[src/rtl/arbitro_registrador_if.sv]
// Handshake and data bundle between two requesters and the shared
// register bank arbiter. The arbiter connects through the slave modport,
// the requester side (or a bench driving both requesters) through master.
interface arbitro_registrador_if #(
    parameter int WIDTH = 8
);
    // requester A transaction request
    logic             req_a;
    logic             we_a;
    logic [1:0]       addr_a;
    logic [WIDTH-1:0] wdata_a;

    // requester B transaction request
    logic             req_b;
    logic             we_b;
    logic [1:0]       addr_b;
    logic [WIDTH-1:0] wdata_b;

    // arbiter responses
    logic             gnt_a;
    logic             gnt_b;
    logic             ack_a;
    logic             ack_b;
    logic [WIDTH-1:0] rdata_a;
    logic [WIDTH-1:0] rdata_b;
    logic             busy;

    modport master (
        output req_a, we_a, addr_a, wdata_a,
        output req_b, we_b, addr_b, wdata_b,
        input  gnt_a, gnt_b, ack_a, ack_b, rdata_a, rdata_b, busy
    );

    modport slave (
        input  req_a, we_a, addr_a, wdata_a,
        input  req_b, we_b, addr_b, wdata_b,
        output gnt_a, gnt_b, ack_a, ack_b, rdata_a, rdata_b, busy
    );
endinterface

[src/rtl/arbitro_registrador.sv]
// Two-requester round-robin arbiter guarding a bank of four WIDTH-bit
// registers. Each transaction walks IDLE -> SERV_x -> ACK_x -> IDLE, so a
// request sampled in IDLE is granted the next cycle and acknowledged the
// cycle after. The request fields are captured when leaving IDLE so the
// requester may change its inputs freely while the transaction runs.
module arbitro_registrador #(
    parameter int WIDTH = 8
) (
    input  logic                  clk,
    input  logic                  clrn,
    arbitro_registrador_if.slave  bus
);

    typedef enum logic [2:0] {
        IDLE   = 3'd0,
        SERV_A = 3'd1,
        SERV_B = 3'd2,
        ACK_A  = 3'd3,
        ACK_B  = 3'd4
    } state_t;

    state_t           state_r;
    state_t           state_s;

    // 1 = requester B was served last, so A wins the next tie
    logic             last_b_r;

    // transaction fields frozen on the IDLE -> SERV edge
    logic             we_r;
    logic [1:0]       addr_r;
    logic [WIDTH-1:0] wdata_r;

    logic [WIDTH-1:0] bank_r [4];

    logic [WIDTH-1:0] rdata_a_r;
    logic [WIDTH-1:0] rdata_b_r;
    logic             gnt_a_r;
    logic             gnt_b_r;
    logic             ack_a_r;
    logic             ack_b_r;
    logic             busy_r;

    // decoded strobes derived from the current state
    logic             serv_s;
    logic             bank_wr_s;
    logic             rd_a_s;
    logic             rd_b_s;
    logic             grant_a_s;
    logic             grant_b_s;

    // State register; reset abandons whatever transaction was in flight
    always_ff @(posedge clk or negedge clrn) begin
        if (!clrn) begin
            state_r <= IDLE;
        end else begin
            state_r <= state_s;
        end
    end

    // Next-state logic with round-robin tie break in IDLE
    always_comb begin
        state_s = state_r;
        case (state_r)
            IDLE: begin
                if (bus.req_a && bus.req_b) begin
                    if (last_b_r) begin
                        state_s = SERV_A;
                    end else begin
                        state_s = SERV_B;
                    end
                end else if (bus.req_a) begin
                    state_s = SERV_A;
                end else if (bus.req_b) begin
                    state_s = SERV_B;
                end else begin
                    state_s = IDLE;
                end
            end
            SERV_A:  state_s = ACK_A;
            SERV_B:  state_s = ACK_B;
            ACK_A:   state_s = IDLE;
            ACK_B:   state_s = IDLE;
            default: state_s = IDLE;
        endcase
    end

    // Strobes for the bank access performed on the SERV -> ACK edge
    always_comb begin
        grant_a_s = 1'b0;
        grant_b_s = 1'b0;
        if (state_r == IDLE) begin
            grant_a_s = (state_s == SERV_A);
            grant_b_s = (state_s == SERV_B);
        end else begin
            grant_a_s = 1'b0;
            grant_b_s = 1'b0;
        end
        serv_s    = (state_r == SERV_A) || (state_r == SERV_B);
        bank_wr_s = serv_s && we_r;
        rd_a_s    = (state_r == SERV_A) && !we_r;
        rd_b_s    = (state_r == SERV_B) && !we_r;
    end

    // Last-served pointer, updated as each acknowledge completes
    always_ff @(posedge clk or negedge clrn) begin
        if (!clrn) begin
            last_b_r <= 1'b1;
        end else if (state_r == ACK_A) begin
            last_b_r <= 1'b0;
        end else if (state_r == ACK_B) begin
            last_b_r <= 1'b1;
        end
    end

    // Capture the winner's command fields when the grant is issued
    always_ff @(posedge clk or negedge clrn) begin
        if (!clrn) begin
            we_r    <= 1'b0;
            addr_r  <= 2'd0;
            wdata_r <= {WIDTH{1'b0}};
        end else if (grant_a_s) begin
            we_r    <= bus.we_a;
            addr_r  <= bus.addr_a;
            wdata_r <= bus.wdata_a;
        end else if (grant_b_s) begin
            we_r    <= bus.we_b;
            addr_r  <= bus.addr_b;
            wdata_r <= bus.wdata_b;
        end
    end

    // Register bank; written only by a granted write leaving SERV
    always_ff @(posedge clk or negedge clrn) begin
        if (!clrn) begin
            for (int i = 0; i < 4; i++) begin
                bank_r[i] <= {WIDTH{1'b0}};
            end
        end else if (bank_wr_s) begin
            bank_r[addr_r] <= wdata_r;
        end
    end

    // Per-requester read data, held until that requester reads again
    always_ff @(posedge clk or negedge clrn) begin
        if (!clrn) begin
            rdata_a_r <= {WIDTH{1'b0}};
            rdata_b_r <= {WIDTH{1'b0}};
        end else begin
            if (rd_a_s) begin
                rdata_a_r <= bank_r[addr_r];
            end
            if (rd_b_s) begin
                rdata_b_r <= bank_r[addr_r];
            end
        end
    end

    // Handshake outputs registered from the next state so they are glitch free
    always_ff @(posedge clk or negedge clrn) begin
        if (!clrn) begin
            gnt_a_r <= 1'b0;
            gnt_b_r <= 1'b0;
            ack_a_r <= 1'b0;
            ack_b_r <= 1'b0;
            busy_r  <= 1'b0;
        end else begin
            gnt_a_r <= (state_s == SERV_A);
            gnt_b_r <= (state_s == SERV_B);
            ack_a_r <= (state_s == ACK_A);
            ack_b_r <= (state_s == ACK_B);
            busy_r  <= (state_s != IDLE);
        end
    end

    assign bus.gnt_a   = gnt_a_r;
    assign bus.gnt_b   = gnt_b_r;
    assign bus.ack_a   = ack_a_r;
    assign bus.ack_b   = ack_b_r;
    assign bus.busy    = busy_r;
    assign bus.rdata_a = rdata_a_r;
    assign bus.rdata_b = rdata_b_r;

endmodule

[src/flat_wrapper.sv]
// flat-port wrapper written by rule: the top's interface ports become plain ports
module arbitro_registrador_flat 
#(
    parameter int WIDTH = 8
)
  (clk, clrn, bus_req_a, bus_we_a, bus_addr_a, bus_wdata_a, bus_req_b, bus_we_b, bus_addr_b, bus_wdata_b, bus_gnt_a, bus_gnt_b, bus_ack_a, bus_ack_b, bus_rdata_a, bus_rdata_b, bus_busy);
  arbitro_registrador_if #(.WIDTH(WIDTH)) bus_i ();
  input  logic clk;
  input  logic clrn;
  input wire logic [$bits(bus_i.req_a)-1:0] bus_req_a;
  input wire logic [$bits(bus_i.we_a)-1:0] bus_we_a;
  input wire logic [$bits(bus_i.addr_a)-1:0] bus_addr_a;
  input wire logic [$bits(bus_i.wdata_a)-1:0] bus_wdata_a;
  input wire logic [$bits(bus_i.req_b)-1:0] bus_req_b;
  input wire logic [$bits(bus_i.we_b)-1:0] bus_we_b;
  input wire logic [$bits(bus_i.addr_b)-1:0] bus_addr_b;
  input wire logic [$bits(bus_i.wdata_b)-1:0] bus_wdata_b;
  output wire logic [$bits(bus_i.gnt_a)-1:0] bus_gnt_a;
  output wire logic [$bits(bus_i.gnt_b)-1:0] bus_gnt_b;
  output wire logic [$bits(bus_i.ack_a)-1:0] bus_ack_a;
  output wire logic [$bits(bus_i.ack_b)-1:0] bus_ack_b;
  output wire logic [$bits(bus_i.rdata_a)-1:0] bus_rdata_a;
  output wire logic [$bits(bus_i.rdata_b)-1:0] bus_rdata_b;
  output wire logic [$bits(bus_i.busy)-1:0] bus_busy;
  assign bus_i.req_a = bus_req_a;
  assign bus_i.we_a = bus_we_a;
  assign bus_i.addr_a = bus_addr_a;
  assign bus_i.wdata_a = bus_wdata_a;
  assign bus_i.req_b = bus_req_b;
  assign bus_i.we_b = bus_we_b;
  assign bus_i.addr_b = bus_addr_b;
  assign bus_i.wdata_b = bus_wdata_b;
  assign bus_gnt_a = bus_i.gnt_a;
  assign bus_gnt_b = bus_i.gnt_b;
  assign bus_ack_a = bus_i.ack_a;
  assign bus_ack_b = bus_i.ack_b;
  assign bus_rdata_a = bus_i.rdata_a;
  assign bus_rdata_b = bus_i.rdata_b;
  assign bus_busy = bus_i.busy;
  arbitro_registrador #(.WIDTH(WIDTH)) u_core (.clk(clk), .clrn(clrn), .bus(bus_i));
endmodule
[config.mk]
export PLATFORM = sky130hd
export DESIGN_NAME = arbitro_registrador_flat
export DESIGN_NICKNAME = d
export VERILOG_FILES = /design/src/rtl/arbitro_registrador_if.sv /design/src/rtl/arbitro_registrador.sv /design/src/flat_wrapper.sv
export SDC_FILE = /design/constraint.sdc
export NUM_CORES = 1
export LEC_CHECK = 0
export ABC_CLOCK_PERIOD_IN_PS = 4600
export BUFFER_PORTS_ARGS = -buffer_cell sky130_fd_sc_hd__clkbuf_2
export CAP_MARGIN = 10
export CELL_PAD_IN_SITES_DETAIL_PLACEMENT = 0
export CELL_PAD_IN_SITES_GLOBAL_PLACEMENT = 1
export CORE_MARGIN = 2
export CORE_UTILIZATION = 40
export CTS_CLUSTER_DIAMETER = 60
export DETAILED_ROUTE_END_ITERATION = 10
export GPL_TIMING_DRIVEN = 0
export HOLD_SLACK_MARGIN = 0.03
export PLACE_DENSITY = 0.71
export SLEW_MARGIN = 20
export SYNTH_ARGS = -nofsm -noshare
export SYNTH_HDL_FRONTEND = slang
export SYNTH_SLANG_ARGS = --single-unit
export TNS_END_PERCENT = 10
[constraint.sdc]
create_clock -name clk -period 4.6 [get_ports clk]
set_clock_uncertainty 0.1 [all_clocks]
set_input_delay 0.23 -clock clk [delete_from_list [all_inputs] [get_ports clk]]
set_output_delay 0.23 -clock clk [all_outputs]
set_load 0.02 [all_outputs]
==> impl_metrics.py, run 1 <==
metrics = {
    "status": {
        "status": "complete, no violations",
    },
    "setup_path": {
        "path_buf_inv": 1,
        "cp-end-kind": "flip-flop",
        "cp_slowest_cell": "mux4_2",
        "critPathKind": "flip-flop to flip-flop",
        "crit_chain": "buf_4 > mux4_2 > mux2_2",
        "cp_data_arrival_time_ns": 1.89,
        "cp_top_family": "multiplexers",
        "required_ns": 4.72,
        "crit_fanout": 10,
        "critPathLaunchType": "flip-flop",
        "max_stage_delay_ns": 0.55,
    },
    "yosys": {
        "ys.flop_type": "dfrtp_1",
        "synthDistinctLibCells": 30,
        "synth_edf_count": 0,
        "ys_top_cells_by_area": "dfrtp_1, mux2_2, mux4_2, nand3b_1, mux4_1",
        "syn_avg_cell_area_sq_um": 14.04,
        "yosysWarnings": 0,
        "synth.top_cell.area_share_pct": 55.53,
        "ys_ff_latch": 68,
        "synth.top_cells.by_count": "dfrtp_1, mux2_2, a21oi_1",
        "synth_fp_nets": 241,
        "synthArstFlopShare_pct": 100.0,
        "syn-cell-area_sq_um": 3019,
        "ys_seq_area_share_pct": 56.40,
        "yosysMostFrequentCell": "dfrtp_1",
        "synth_top_area_cell": "dfrtp_1",
        "synthCells": 215,
    },
    "route": {
        "routed_wl_um": 5578,
        "wl_per_cell_um": 14.76,
        "viasPerCell": 4.944,
        "drt_pass1_iterations": 4,
        "antenna_left": 0,
        "vias": 1869,
        "drt-initial-drc-count": 64,
        "drc": 0,
    },
    "timing": {
        "setup_ws_ns": 2.829,
        "holdWs_ns": 0.04916,
        "hold_viol_final": 0,
        "tightest_slew_ns": 0.4939,
        "post-route-period-util_pct": 38.51,
        "fin_tns_setup_ns": 0,
        "drv_slew": 0,
        "rsz0062_at_grt": "no",
        "min_period_ns": 1.771,
        "relSlewSlack_pct": 67.07,
        "timing.fmax_mhz": 564.5,
        "setup_viol": 0,
    },
    "cts": {
        "clk_latency_ns": 0.33,
        "cts_buffers": 9,
        "postCtsSetupRepairBufs": 0,
        "clockBufferDepth": 2,
        "cts_tree": "done",
        "clkSlewWorstSetupHoldPaths_ns": 0.07,
        "clockRootBuffer": "clkbuf_8",
        "htreeDepth": 3,
        "clock_sinks": 68,
    },
    "layout": {
        "nets": 300,
        "multiInputGateArea_sq_um": 1217,
        "drive_above_1_share_pct": 45.52,
        "syn2layout_area_growth_pct": 19.64,
        "final_area_sq_um": 3612,
        "seq_area_sq_um": 1703,
        "fillCellCount": 710,
        "antennaDiodeCount": 0,
        "final_core_util_pct": 49.54,
    },
    "place": {
        "port_buffers": 46,
        "dp_hpwl_um": 3943,
        "gp_congestion": 0.7102,
        "placed_area_sq_um": 3396,
        "pre_cts_ws_ns": 2.846,
    },
    "floorplanning": {
        "start_util_pct": 41.40,
        "die_h_um": 90.88,
        "io_pins": 47,
        "die_w_um": 90.88,
        "die-area_sq_um": 8259,
        "rows": 31,
        "coreArea_sq_um": 7292,
    },
    "pwr": {
        "p_leak_nw": 1.589,
        "vdd_drop_max_uv": 236.5,
        "p_per_area_nw_per_um2": 731.4,
    },
    "global_route": {
        "grt_remaining_overflow": 0,
        "grt_pass1_vias": 1926,
        "grt_max_degree": 36,
        "grt_use_total_pct": 14.83,
        "antenna_found_initial": 0,
        "grt_pass1_wl_um": 9390,
    },
    "flow_run": {
        "cap_violations": 0,
    },
    "hold_path": {
        "hp-class": "input port to flip-flop",
    },
}
## final timing paths
path                       cells after the start  slack [ns]             start                     to
max                                            3        2.83  u_core.addr_r[0]  u_core.bus.rdata_b[2]
min                                            3        0.05    bus_wdata_b[5]      u_core.wdata_r[5]
max reg2reg                                    3        2.83  u_core.addr_r[0]  u_core.bus.rdata_b[2]
min reg2reg                                    1        0.39  u_core.bank_r[0]       u_core.bank_r[0]
max in group asynchronous                      3        3.50              clrn        u_core.last_b_r
min in group asynchronous                      2        0.31              clrn        u_core.bus.busy
## sequential cells by signal, indices dropped and copies added, names as in the netlist
name	count
u_core.bus.gnt_a	1
u_core.bus.ack_b	1
u_core.addr_r	2
u_core.last_b_r	1
u_core.bus.ack_a	1
u_core.bus.rdata_a	8
u_core.bus.rdata_b	8
u_core.bank_r	32
u_core.bus.gnt_b	1
u_core.wdata_r	8
u_core.we_r	1
u_core.bus.busy	1
u_core.state_r	3
## kinds of logic (layout without fill, tap and decap cells)
kind of cell | count (synthesis) | count (layout) | share of synthesized area [%]
AO/OA/AOI/OAI | 36 | 36 | 6.506
XOR/XNOR | 1 | 1 | 0.9118
buffers and inverters | 16 | 80 | 3.274
flip-flops | 68 | 68 | 56.40
multiplexers | 56 | 56 | 24.24
AND/OR/NAND/NOR | 38 | 38 | 8.662
## layout make-up
class / count / area share, %
clock inverter: 1 / 0.8313
buffer: 15 / 2.632
inverter: 1 / 0.1039
sequential: 68 / 47.14
clock buffer: 15 / 4.884
multi-input combinational: 131 / 33.70
tap: 99 / 3.429
timing repair buffer: 48 / 7.274
## layout by cell type (no fill, tap or decap), types with 2 or more instances in the layout
cell,synthesis,final
nor2_1,6,6
nand4b_2,2,2
buf_2,4,4
mux4_2,5,5
clkbuf_2,0,45
clkbuf_1,5,8
o21ai_0,11,11
clkbuf_8,0,12
and2b_1,2,2
a31oi_1,11,11
mux2_2,45,45
nand2_1,2,2
a21oi_1,13,13
nor3b_1,4,4
buf_6,3,3
mux4_1,3,3
nor3_1,3,3
nand3b_1,11,11
and2_1,2,2
buf_4,3,3
mux2_1,3,3
dfrtp_1,67,67
## tightest hold or removal path: stages
cell and delay, ns:
clkbuf_2 0.07, o21ai_0 0.06, a31oi_1 0.08
## per-layer routing
metal / vias to the layer above / GRT usage [%] / share of wire (%)
met5: - / 0 / 0
met4: 0 / 6.818 / 2.0
met3: 9 / 3.923 / 4.1
met2: 44 / 21.52 / 44
met1: 903 / 20.87 / 50
li1: 913 / - / -
## repair_timing
item,CTS,global route
resized for setup,0,0
hold buffers,1,0
hold endpoints to repair,34,0
## power breakdown
| group | switching (mW) | internal [mW] |
|---|---|---|
| Clock | 0.202 | 0.296 |
| Combinational | 0.514 | 0.552 |
| Sequential | 0.174 | 0.904 |
## per-stage QoR
stage | std cells | power [mW]
after floorplan | 215 | 1.872
after global placement | 360 | 2.141
after detailed placement | 361 | 2.172
after CTS | 378 | 2.683
after global routing | 378 | 2.838
final | 378 | 2.642
(Power assumes the default switching activity.)
==> run 2, diff against run 1 <==
- ABC_AREA: unset -> 1
- ABC_CLOCK_PERIOD_IN_PS: 4600 -> 1700
- PLACE_DENSITY: 0.71 -> 0.76
- clock period: 4.6 -> 1.7 ns (I/O delays scaled with it)
==> run 2 against run 1 <==
Net effect:
- core utilization increased by 4.1 points
- register-to-register slack worse by 2.7 ns
- non-clock buffer count up 20
- critical path type unchanged
- sequential share of layout area fell by 3.9 points
- wire length grew 28%
- flip-flop and latch count did not move
- count of clock-buffer cells in the layout shrank 4
- maximum frequency grew 13%
- largest cell class unchanged
- synthesized cell count rose by 61%
==> impl_metrics.py, run 2 <==
metrics = {
    "yosys": {
        "synthDistinctLibCells": 20,
        "syn_avg_cell_area_sq_um": 8.827,
        "synth_top_area_cell": "dfrtp_1",
        "ys.flop_type": "dfrtp_1",
        "ys_ff_latch": 68,
        "yosysWarnings": 0,
        "synthCells": 347,
        "synthArstFlopShare_pct": 100.0,
        "synth.top_cell.area_share_pct": 54.74,
        "synth_fp_nets": 373,
        "ys_seq_area_share_pct": 55.60,
        "syn-cell-area_sq_um": 3063,
        "synth.top_cells.by_count": "nand2_1, dfrtp_1, o21ai_2",
        "yosysMostFrequentCell": "nand2_1",
        "ys_top_cells_by_area": "dfrtp_1, nand2_1, o21ai_2, nand3_4, nand3_1",
        "synth_edf_count": 0,
    },
    "pwr": {
        "swShare_pct": 41.45,
        "internal_power_mw": 4.018,
        "p_leak_nw": 2.053,
        "switchingPower_mw": 2.844,
        "vdd_drop_max_uv": 496.0,
        "combinationalPowerShare_pct": 40.5,
        "power_frac_seq_pct": 38.0,
        "p_clk_share_pct": 21.5,
        "p_per_area_nw_per_um2": 1745,
    },
    "setup_path": {
        "startpoint": "u_core.addr_r[1]",
        "critPathLaunchType": "flip-flop",
        "timing.rr.start": "u_core.addr_r[1]",
        "cp-end-kind": "flip-flop",
        "required_ns": 1.84,
        "cp_data_arrival_time_ns": 1.71,
        "max_stage_delay_ns": 0.50,
        "ff2ff_path_depth": 6,
        "cp_top_family": "simple AND/OR/NAND/NOR gates",
        "path_buf_inv": 2,
        "cp_slowest_cell": "dfrtp_1",
        "crit_fanout": 10,
        "r2r-end": "u_core.bank_r[12]",
        "crit_chain": "inv_2 > nor2_4 > nand3_4 > buf_6 > nand2_1 > o21ai_2",
        "critPathKind": "flip-flop to flip-flop",
        "rrSetupSlack_ns": 0.13,
    },
    "route": {
        "wl_per_cell_um": 13.33,
        "drt-initial-drc-count": 153,
        "vias": 2559,
        "viasPerCell": 4.783,
        "drt_pass1_iterations": 5,
        "drc": 0,
        "antenna_left": 0,
        "routed_wl_um": 7133,
    },
    "layout": {
        "largest_reg_flops": 32,
        "syn2layout_area_growth_pct": 28.43,
        "nets": 457,
        "final_area_sq_um": 3934,
        "fillCellCount": 713,
        "drive_above_1_share_pct": 27.52,
        "antennaDiodeCount": 0,
        "layout_common_cells": "nand2_1, dfrtp_1, clkbuf_2",
        "layout_commonest_cell": "nand2_1",
        "regMostFlops": "u_core.bank_r",
    },
    "timing": {
        "setup_ws_ns": 0.1276,
        "setup_viol": 0,
        "rsz0062_at_grt": "no",
        "timing.fmax_mhz": 636.0,
        "drv_slew": 0,
        "relSlewSlack_pct": 73.76,
        "post-route-period-util_pct": 92.49,
        "hold_viol_final": 0,
        "tightest_slew_ns": 0.3937,
        "min_period_ns": 1.572,
    },
    "global_route": {
        "grt_pass1_vias": 2495,
        "antenna_found_initial": 0,
        "top_usage_layer": "met2",
        "grt_remaining_overflow": 0,
        "use_met3_pct": 3.651,
        "grt_use_met1_pct": 24.44,
        "grt_pass1_wl_um": 12030,
        "grt_max_degree": 42,
        "use_met2_pct": 29.90,
        "grt_use_total_pct": 18.75,
    },
    "place": {
        "gp_congestion": 0.7515,
        "placed_area_sq_um": 3440,
        "pre_cts_ws_ns": 0.05718,
        "dp_hpwl_um": 4654,
        "port_buffers": 46,
    },
    "floorplanning": {
        "die_h_um": 91.51,
        "start_util_pct": 41.78,
        "die_w_um": 91.51,
        "die-area_sq_um": 8373,
        "coreArea_sq_um": 7331,
        "io_pins": 47,
        "rows": 31,
    },
    "cts": {
        "htreeDepth": 3,
        "clkSlewWorstSetupHoldPaths_ns": 0.07,
        "clockBufferDepth": 2,
        "postCtsSetupRepairBufs": 0,
        "cts_tree": "done",
        "cts_buffers": 9,
        "clk_latency_ns": 0.35,
        "clock_sinks": 68,
        "clockRootBuffer": "clkbuf_8",
    },
    "flow_run": {
        "cap_violations": 0,
    },
    "status": {
        "status": "complete, no violations",
    },
    "hold_path": {
        "hp-class": "input port to asynchronous set/reset pin",
    },
}
==> run 2: changes by cell type in the layout (fill, tap and decap cells not counted), moves of 10 or more <==
cell / change
o21ai_2: +24
a31oi_1: -11
nand3b_1: -11
dlygate4sd3_1: +25
o21ai_0: -10
mux2_2: -45
nand2_1: +173
a21oi_1: -12
inv_1: +11
nand3_1: +13
==> run 2: layout make-up <==
type | count | area, sq um | area share, %
Sequential cell | 68 | 1703 | 43.29
Multi-Input combinational cell | 248 | 1219 | 30.98
Timing Repair Buffer | 73 | 513.0 | 13.04
Clock buffer | 11 | 141.4 | 3.594
Tap cell | 99 | 123.9 | 3.149
Buffer | 10 | 80.08 | 2.036
Inverter | 21 | 78.83 | 2.004
Clock inverter | 5 | 75.07 | 1.908
==> run 2: worst max-delay path by stage <==
stage / endpoint / slack (ns) / cells past startpoint
finish: u_core.bank_r[12] / 0.13 / 6
global route: u_core.wdata_r[6] / 0.02 / 7
CTS: u_core.bank_r[30] / 0.06 / 5
detailed placement: u_core.bank_r[29] / 0.06 / 5
global placement: u_core.bank_r[21] / -0.04 / 1
floorplan: u_core.addr_r[0] / 0.33 / 8
==> run 2: per-layer routing <==
layer  vias up  wire (um)
met1      1193       3235
met2        73       3409
met4         0        163
met3        19        324
met5         -          0
li1       1274          -
==> run 2: logic make-up after synthesis <==
kind of cell,after synthesis,synth area share (%)
flops,68,55.60
compound gates,35,8.742
buf+inv,31,5.024
simple gates,213,30.64
==> run 2: power by group through the flow <==
stage          logic (mW)  registers, mW  clock network, mW
2_1_floorplan        1.77           2.79                  0
3_3_place_gp         2.66           2.61                  0
3_5_place_dp         2.71           2.63                  0
4_1_cts              2.77           2.60               1.50
5_1_grt              3.16           2.68               1.57
6_report             2.78           2.61               1.48
==> run 2: timing repair <==
| item | in CTS | in global routing |
|---|---|---|
| resized for setup | 0 | 6 |
| hold buffers | 26 | 0 |
| setup endpoints to repair | 0 | 19 |
| endpoints found under the hold margin | 81 | 0 |
==> run 2: per-stage QoR <==
stage / power (mW) / TNS, ns / std cells / utilization (%) / hold WS, ns
CTS: 6.872 / 0 / 535 / 53.42 / 0.1302
global route: 7.408 / 0 / 535 / 53.66 / 0.1550
floorplan: 4.564 / 0 / 347 / - / -0.3106
detailed placement: 5.339 / 0 / 493 / 46.92 / -0.03623
global placement: 5.276 / -2.450 / 492 / 46.61 / 0.2581
finish: 6.863 / 0 / 535 / 53.66 / 0.1229
==> run 3, diff against run 2 <==
- BUFFER_PORTS_ARGS: -buffer_cell sky130_fd_sc_hd__clkbuf_2 -> -buffer_cell sky130_fd_sc_hd__buf_4
- SLEW_MARGIN: 20 -> unset
==> run 3 against run 2 <==
Net effect:
- sequential power hardly changed
- total power increased by 2.0%
- via count is 1.4% lower
- core utilization is 1.3 points higher
- maximum frequency fell by 0.65%
- register-to-register slack barely moved
- non-clock buffer count down 1
- critical endpoint unchanged
==> impl_metrics.py, run 3 (same netlist as run 2, synthesis figures left out) <==
metrics = {
    "setup_path": {
        "cp-end-kind": "flip-flop",
        "crit_fanout": 10,
        "max_stage_delay_ns": 0.50,
        "required_ns": 1.83,
        "crit_chain": "inv_2 > nor2_4 > nand3_4 > buf_6 > nand2_1 > o21ai_2",
        "critPathKind": "flip-flop to flip-flop",
        "cp_slowest_cell": "dfrtp_1",
        "critPathLaunchType": "flip-flop",
        "cp_data_arrival_time_ns": 1.71,
    },
    "pwr": {
        "total_power_mw": 6.998,
        "combinationalPowerShare_pct": 41.3,
        "internal_power_mw": 4.134,
        "p_leak_nw": 2.075,
        "switchingPower_mw": 2.864,
        "p_clk_share_pct": 21.5,
        "vdd_drop_max_uv": 509.9,
        "power_frac_seq_pct": 37.2,
        "swShare_pct": 40.93,
        "p_per_area_nw_per_um2": 1736,
    },
    "cts": {
        "clkSlewWorstSetupHoldPaths_ns": 0.08,
        "clk_latency_ns": 0.34,
        "clock_sinks": 68,
        "cts_buffers": 9,
        "clockBufferDepth": 2,
        "cts_tree": "done",
        "htreeDepth": 3,
        "postCtsSetupRepairBufs": 0,
        "clockRootBuffer": "clkbuf_8",
    },
    "status": {
        "status": "complete, no violations",
    },
    "place": {
        "dp_hpwl_um": 4618,
        "pre_cts_ws_ns": 0.02426,
        "gp_congestion": 0.7648,
        "port_buffers": 46,
        "dp_cells": 492,
    },
    "global_route": {
        "antenna_found_initial": 0,
        "grt_remaining_overflow": 0,
        "grt_use_total_pct": 18.67,
        "grt_max_degree": 69,
        "grt_pass1_wl_um": 12310,
        "grt_pass1_vias": 2549,
    },
    "route": {
        "drt-initial-drc-count": 153,
        "wl_per_cell_um": 13.30,
        "drt_pass1_iterations": 4,
        "routed_wl_um": 7103,
        "drc": 0,
        "vias": 2523,
        "viasPerCell": 4.725,
        "antenna_left": 0,
    },
    "timing": {
        "tightest_slew_ns": 0.8485,
        "min_period_ns": 1.583,
        "rsz0062_at_grt": "no",
        "setup_viol": 0,
        "setup_ws_ns": 0.1172,
        "drv_slew": 0,
        "fin_tns_setup_ns": 0,
        "relSlewSlack_pct": 43.44,
        "timing.fmax_mhz": 631.8,
        "post-route-period-util_pct": 93.10,
        "hold_viol_final": 0,
    },
    "layout": {
        "nets": 456,
        "finalNonFillerCells": 534,
        "syn2layout_area_growth_pct": 31.62,
        "regMostFlops": "u_core.bank_r",
        "largest_reg_flops": 32,
        "antennaDiodeCount": 0,
        "drive_above_1_share_pct": 27.59,
        "layout_common_cells": "nand2_1, dfrtp_1, buf_4",
        "layout_commonest_cell": "nand2_1",
    },
    "floorplanning": {
        "die_w_um": 91.51,
        "coreArea_sq_um": 7331,
        "start_util_pct": 41.78,
        "die_h_um": 91.51,
        "io_pins": 47,
        "die-area_sq_um": 8373,
        "rows": 31,
    },
    "flow_run": {
        "cap_violations": 0,
    },
    "hold_path": {
        "hp-class": "input port to asynchronous set/reset pin",
    },
}
[run 3: timing repair]
action / in CTS / in global routing
setup endpoints to repair: 0 / 9
endpoints found under the hold margin: 81 / 0
resized for setup: 0 / 5
hold buffers: 26 / 0
[run 3: power groups by stage]
stage	clock (mW)	sequential (mW)	combinational (mW)
2_1_floorplan	0	2.79	1.77
3_3_place_gp	0	2.62	2.79
3_5_place_dp	0	2.63	2.84
4_1_cts	1.53	2.60	2.91
5_1_grt	1.61	2.68	3.27
6_report	1.51	2.60	2.89
[run 3: final timing paths]
check / startpoint / end / slack, ns / cells after the start
min reg2reg: u_core.bus.rdata_b[0] / u_core.bus.rdata_b[0] / 0.38 / 2
max reg2reg: u_core.addr_r[1] / u_core.bank_r[12] / 0.12 / 6
min in group clk: u_core.bus.rdata_b[0] / u_core.bus.rdata_b[0] / 0.38 / 2
min: clrn / u_core.bus.gnt_a / 0.29 / 2
max: u_core.addr_r[1] / u_core.bank_r[12] / 0.12 / 6
max in group asynchronous: clrn / u_core.bank_r[14] / 0.66 / 2
[run 3: cell type report]
| type | count | area [sq um] |
|---|---|---|
| sequential | 68 | 1703 |
| clock buffer | 10 | 137.6 |
| multi-input combinational | 248 | 1219 |
| inverter | 21 | 78.83 |
| buffer | 10 | 77.57 |
| tap | 99 | 123.9 |
| clock inverter | 6 | 86.33 |
| fill | 675 | 3299 |
| timing repair buffer | 72 | 605.6 |
[run 3: worst max-delay path: cells and delay by family (launching register included)]
kind	cells	cell delay (ns)
simple gates	3	0.54
flops	1	0.50
buf+inv	2	0.29
compound gates	1	0.05
[run 3: routing by layer]
metal	vias to the layer above	GRT usage (%)	routed length, um
li1	1269	-	-
met1	1205	24.85	3294
met2	38	30.64	3507
met3	11	3.568	216
met4	0	6.187	85
met5	-	0	0
[run 3: through the flow]
stage	hold WS, ns	area, sq um	utilization, %
5_1_grt	0.3735	4031	54.99
6_report	0.2904	4031	54.99
3_5_place_dp	0.1487	3532	48.18
4_1_cts	0.3310	4016	54.79
2_1_floorplan	-0.3106	3063	-
3_3_place_gp	0.1489	3532	48.18
